### src/rtl/tdc_enable_register_responder_pkg.sv
// Shared types and constants for the TDC enable register responder.
// Includes the handshake state encoding, register addresses and status-word layout.
package tdc_enable_register_responder_pkg;

  typedef enum logic [2:0] {
    ST_IDLE,
    ST_NOTIFY,
    ST_WAIT_REQ,
    ST_ACK,
    ST_WAIT_RELEASE
  } resp_state_e;

  localparam logic ADDR_MASK   = 1'b0;
  localparam logic ADDR_STATUS = 1'b1;

  localparam int STAT_RETRY_LSB = 24;
  localparam int STAT_RETRY_MSB = 31;
  localparam int STAT_DIRTY     = 16;

  localparam int         RETRY_W   = 8;
  localparam logic [7:0] RETRY_MAX = 8'hFF;

  // Ones in the low n bit positions; used to strip writes to channels that do not exist.
  function automatic logic [31:0] channel_mask(input int n);
    logic [31:0] m;
    for (int i = 0; i < 32; i++) m[i] = (i < n);
    return m;
  endfunction

endpackage

### src/rtl/tdc_enable_timeout_counter.sv
// Counts cycles spent waiting for the controller's request.
// The terminal count is asserted at TIMEOUT_CYCLES-1.
module tdc_enable_timeout_counter #(
  parameter int TIMEOUT_CYCLES = 1024
) (
  input  logic clk_i,
  input  logic reset_i,
  input  logic clear_i,
  input  logic enable_i,
  output logic tc_o
);

  localparam int            CW   = $clog2(TIMEOUT_CYCLES);
  localparam logic [CW-1:0] LAST = CW'(TIMEOUT_CYCLES - 1);

  logic [CW-1:0] cnt_q, cnt_d;

  assign tc_o = (cnt_q == LAST);

  always_comb begin
    cnt_d = cnt_q;
    if (clear_i)              cnt_d = '0;
    else if (enable_i && !tc_o) cnt_d = cnt_q + 1'b1;
  end

  always_ff @(posedge clk_i or posedge reset_i) begin
    if (reset_i) cnt_q <= '0;
    else         cnt_q <= cnt_d;
  end

endmodule

### src/rtl/tdc_enable_register_responder.sv
// Register-side end of the TDC enable handshake: holds the software mask, announces
// changes with channel_changed and answers controller reads with a snapshot and read_ack.
module tdc_enable_register_responder
  import tdc_enable_register_responder_pkg::*;
#(
  parameter int CHANNEL_COUNT  = 2,
  parameter int TIMEOUT_CYCLES = 1024
) (
  input  logic                     clk_i,
  input  logic                     reset_i,
  input  logic                     cfg_write_i,
  input  logic                     cfg_addr_i,
  input  logic [31:0]              cfg_wdata_i,
  output logic [31:0]              cfg_rdata_o,
  input  logic                     read_active_channel_i,
  input  logic [CHANNEL_COUNT-1:0] enable_channels_i,
  output logic [31:0]              activate_channels_o,
  output logic                     channel_changed_o,
  output logic                     read_ack_o
);

  localparam logic [31:0] CH_MASK = channel_mask(CHANNEL_COUNT);

  resp_state_e        state_q, state_d;
  logic [31:0]        pending_q, pending_d;
  logic [31:0]        act_q, act_d;
  logic               dirty_q, dirty_d;
  logic [RETRY_W-1:0] retry_q, retry_d;
  logic               mask_wr;
  logic               tmo_clear, tmo_en, tmo_tc;
  logic [31:0]        status;

  tdc_enable_timeout_counter #(
    .TIMEOUT_CYCLES(TIMEOUT_CYCLES)
  ) u_timeout (
    .clk_i   (clk_i),
    .reset_i (reset_i),
    .clear_i (tmo_clear),
    .enable_i(tmo_en),
    .tc_o    (tmo_tc)
  );

  // FSM: state register
  always_ff @(posedge clk_i or posedge reset_i) begin
    if (reset_i) state_q <= ST_IDLE;
    else         state_q <= state_d;
  end

  // FSM: next state
  always_comb begin
    state_d = state_q;
    case (state_q)
      ST_IDLE: begin
        if (dirty_q)                    state_d = ST_NOTIFY;
        else if (read_active_channel_i) state_d = ST_ACK;
      end
      ST_NOTIFY:   state_d = ST_WAIT_REQ;
      ST_WAIT_REQ: begin
        if (read_active_channel_i) state_d = ST_ACK;
        else if (tmo_tc)           state_d = ST_NOTIFY;
      end
      ST_ACK:          state_d = ST_WAIT_RELEASE;
      ST_WAIT_RELEASE: if (!read_active_channel_i) state_d = ST_IDLE;
      default:         state_d = ST_IDLE;
    endcase
  end

  // FSM: outputs
  always_comb begin
    channel_changed_o = 1'b0;
    read_ack_o        = 1'b0;
    tmo_clear         = 1'b0;
    tmo_en            = 1'b0;
    case (state_q)
      ST_NOTIFY: begin
        channel_changed_o = 1'b1;
        tmo_clear         = 1'b1;
      end
      ST_WAIT_REQ: tmo_en     = 1'b1;
      ST_ACK:      read_ack_o = 1'b1;
      default: ;
    endcase
  end

  assign mask_wr = cfg_write_i && (cfg_addr_i == ADDR_MASK);

  // Snapshot uses pending_d so a write landing with the request is the value delivered.
  always_comb begin
    pending_d = mask_wr ? (cfg_wdata_i & CH_MASK) : pending_q;
    dirty_d   = dirty_q;
    if (mask_wr)               dirty_d = 1'b1;
    else if (state_q == ST_ACK) dirty_d = 1'b0;
    act_d = act_q;
    if (state_d == ST_ACK && state_q != ST_ACK) act_d = pending_d;
    retry_d = retry_q;
    if (state_q == ST_WAIT_REQ && !read_active_channel_i && tmo_tc && retry_q != RETRY_MAX)
      retry_d = retry_q + 8'd1;
  end

  always_ff @(posedge clk_i or posedge reset_i) begin
    if (reset_i) begin
      pending_q <= '0;
      act_q     <= '0;
      dirty_q   <= 1'b0;
      retry_q   <= '0;
    end else begin
      pending_q <= pending_d;
      act_q     <= act_d;
      dirty_q   <= dirty_d;
      retry_q   <= retry_d;
    end
  end

  assign activate_channels_o = act_q;

  always_comb begin
    status                                = '0;
    status[STAT_RETRY_MSB:STAT_RETRY_LSB] = retry_q;
    status[STAT_DIRTY]                    = dirty_q;
    status[CHANNEL_COUNT-1:0]             = enable_channels_i;
    cfg_rdata_o = (cfg_addr_i == ADDR_STATUS) ? status : pending_q;
  end

endmodule

### config.mk
export PLATFORM = sky130hd
export DESIGN_NAME = tdc_enable_register_responder
export DESIGN_NICKNAME = d
export VERILOG_FILES = /design/src/rtl/tdc_enable_register_responder_pkg.sv /design/src/rtl/tdc_enable_timeout_counter.sv /design/src/rtl/tdc_enable_register_responder.sv
export SDC_FILE = /design/constraint.sdc
export NUM_CORES = 1
export LEC_CHECK = 0
export BUFFER_PORTS_ARGS = -buffer_cell sky130_fd_sc_hd__clkbuf_2
export CORE_ASPECT_RATIO = 0.75
export CORE_MARGIN = 1
export CORE_UTILIZATION = 40
export CTS_CLUSTER_SIZE = 20
export DETAILED_ROUTE_END_ITERATION = 8
export GPL_ROUTABILITY_DRIVEN = 1
export GPL_TIMING_DRIVEN = 0
export PLACE_DENSITY = 0.73
export SYNTH_ARGS = -nofsm -noshare
export SYNTH_HDL_FRONTEND = slang
export SYNTH_SLANG_ARGS = --single-unit
### constraint.sdc
create_clock -name clk_i -period 3.8 [get_ports clk_i]
set_input_delay 0.19 -clock clk_i [delete_from_list [all_inputs] [get_ports clk_i]]
set_output_delay 0.19 -clock clk_i [all_outputs]
set_load 0.005 [all_outputs]
==> reports/metrics.cfg <==
[run_status]
outcome = finished clean

[critical_path]
cpPeakStageDelay_ps = 690
cp-end-kind = flop
critical-path-top-delay-family = compound AO/OA/AOI/OAI gates
critPathMaxFanout = 6
crit_start = u_timeout.cnt_q[0]$_DFFE_PP0P_
startpoint_type = flop
timing.rr.start = u_timeout.cnt_q[0]$_DFFE_PP0P_
worstPathRequired_ps = 4010
arrival_ps = 2160
cp_num_buf_inv = 0
crit_chain = ha_1 -> nand3_1 -> o31ai_1 -> nand3b_1 -> o311ai_0
criticalPathCategory = flop to flop
crit_slowest_cell = o31ai_1

[logic_synthesis]
syn-num-nets = 335
syn_area_per_cell_sq_um = 12.6
synthCells = 294
async_flop_share_pct = 100
synth_top_flop_cell = dfrtp_1
synth-seq-cells = 86
yosysWarningCount = 0
synth_edf_count = 0
yosysUniqueCellTypes = 43
synth_seq_area_share_pct = 58.1
syn_area_sq_um = 3700

[layout]
final_nets = 422
layout-drive-gt1-share_pct = 38.7
num_antenna_cells = 0
fin_area_sq_um = 4530
area_growth_pct = 22.3

[routing]
vias = 2485
drt-wirelength-per-cell_um = 15.0
antenna_left = 0
firstDrtPassIters = 4
route.detailed.drc = 0
routed_wl_um = 7460
drt_iter0_drc = 100
vias_per_cell = 5.00

[sta]
worst_slew_pin_slew_ps = 793
clock_skew_ps = 7.15
tns_ps = 0
rsz0062_at_grt = no
slew_viol_final = 0
fin_crit_ps = 1950
setup_violations = 0
fin_crit_sh_pct = 51.2
fmax_mhz = 514
relSlewSlack_pct = 46.7
hold_viol_final = 0

[hold_path]
hold_path.class = primary input to flop
hold_start = cfg_wdata_i[1]

[cts]
clk_latency_ps = 330
cts_buffer_depth = 2
cts_setup_buffers = 0
ctsResizeCount = 0
root_buffer = clkbuf_16
cts_tree = done
cts_inserted_buffers = 9
path_clk_slew_ps = 60
clock_sinks = 86
htree_levels = 3

[placed_design]
dp_hpwl_um = 5350
placed_area_sq_um = 4240
io_buffers = 74
place.gp.congestion = 0.782

[global_route]
overflow = 0
grt_max_degree = 59
grt_usage_pct = 17.1
grt_pass1_wl_um = 12700
grt_pass1_vias = 2564
antenna_found_initial = 0

[floorplan]
die_w_um = 113
start_util_pct = 41.1
coreArea_sq_um = 9010
dieArea_sq_um = 9650
die_h_um = 85.3
ios = 105
num_rows = 30

[power_and_ir_drop]
leakage_nw = 2.34
vdd_drop_max_mv = 0.252
power.density_nw_per_um2 = 492

[job]
drv_cap = 0

==> cell type report <==
| class | instances | area [sq um] |
|---|---|---|
| repair buffers | 76 | 408 |
| plain buffers | 11 | 57.6 |
| inverters | 5 | 21.3 |
| fillers | 811 | 4480 |
| flip-flops and latches | 86 | 2150 |
| clock inverters | 3 | 20.0 |
| multi-input cells | 192 | 1470 |
| clock buffers | 12 | 256 |
| well taps | 112 | 140 |
==> flip-flops by register name, summed over array words and instances, names as in the netlist <==
name / count
activate_channels_o: 32
dirty_q: 1
pending_q: 32
retry_q: 8
state_q: 3
u_timeout.cnt_q: 10
==> report_power, final <==
part	internal (mW)	switching [mW]
clock network	0.473	0.332
logic	0.180	0.228
registers	0.967	0.0473
==> timing repair <==
action,in CTS,in global routing
hold endpoints to repair,28,0
hold buffers,1,0
endpoints found under the setup margin,0,0
==> final timing paths <==
check | end | slack [ps] | depth (start not counted)
worst max-delay path | u_timeout.cnt_q[0]$_DFFE_PP0P_ | 1850 | 5
worst min-delay path | pending_q[1]$_DFF_PP0_ | 110 | 2
worst max register to register | u_timeout.cnt_q[0]$_DFFE_PP0P_ | 1850 | 5
worst min register to register | pending_q[19]$_DFF_PP0_ | 500 | 1
max in group asynchronous | pending_q[8]$_DFF_PP0_ | 2800 | 4
min in group asynchronous | retry_q[3]$_DFFE_PP0P_ | 400 | 3
==> routing by layer <==
layer | track usage, % | routed length, um
met3 | 7.14 | 473
met1 | 22.5 | 3570
met4 | 5.38 | 46
met2 | 25.7 | 3370
met5 | 0 | 0
==> cell usage in the layout, fill, tap and decap left out, types with 3 or more instances in the layout <==
master,Yosys,final
buf_4,4,4
clkbuf_16,0,9
clkbuf_1,6,7
dfrtp_1,86,86
nand2_1,18,18
nor3_1,5,5
nor2b_1,21,21
nand3_1,8,8
and3_1,3,3
a21oi_1,6,6
nand4_1,4,4
and2_1,32,32
clkbuf_2,0,74
nor2_1,6,6
nand2b_1,3,3
mux2_2,46,46
o311ai_0,3,3
xnor2_1,6,6
inv_1,5,4
==> kinds of logic after synthesis <==
logic type,count (synthesis),synth area share (%)
AOI/OAI and AO/OA,20,3.72
xor gates and xnor gates,7,1.66
adders and majority gates,2,0.676
buffers and inverters,16,2.06
DFF,86,58.1
muxes,48,14.7
and+or+nand+nor,115,19.1
==> cells in the mapped netlist, types with 2 or more instances <==
cell type / instances / area, sq um
buf_4: 4 / 30.0
and2_1: 32 / 200
nand2_1: 18 / 67.6
nor2b_1: 21 / 131
a21oi_1: 6 / 30.0
and4_1: 2 / 17.5
a31oi_1: 2 / 12.5
nor2_1: 6 / 22.5
nand4_1: 4 / 25.0
ha_1: 2 / 25.0
o41ai_1: 2 / 17.5
o21ai_0: 2 / 10.0
xnor2_1: 6 / 52.6
and3_1: 3 / 18.8
nand2b_1: 3 / 18.8
dfrtp_1: 86 / 2150
inv_1: 5 / 18.8
mux2_2: 46 / 518
nand3b_1: 2 / 15.0
nand3_1: 8 / 40.0
clkbuf_1: 6 / 22.5
o311ai_0: 3 / 26.3
nor3_1: 5 / 25.0
==> through the flow <==
step	hold slack (ps)	worst slack [ps]	std cells	util, %	power [mW]
floorplan	333	1390	294	-	1.32
global placement	438	446	480	46.8	1.43
detailed placement	201	1940	481	47.1	1.44
CTS	99.4	1900	497	50.3	2.26
global route	107	1680	497	50.3	2.35
finish	113	1850	497	50.3	2.23
==> worst register-to-register path, delay by kind of cell, from the launching register on <==
family / cells / cell delay, ps
AO/OA/AOI/OAI: 2 / 830
adder cells (fa/ha/maj): 1 / 270
AND/OR/NAND/NOR: 2 / 320
flip-flops: 1 / 400
Power figures use the tool's default switching activity.
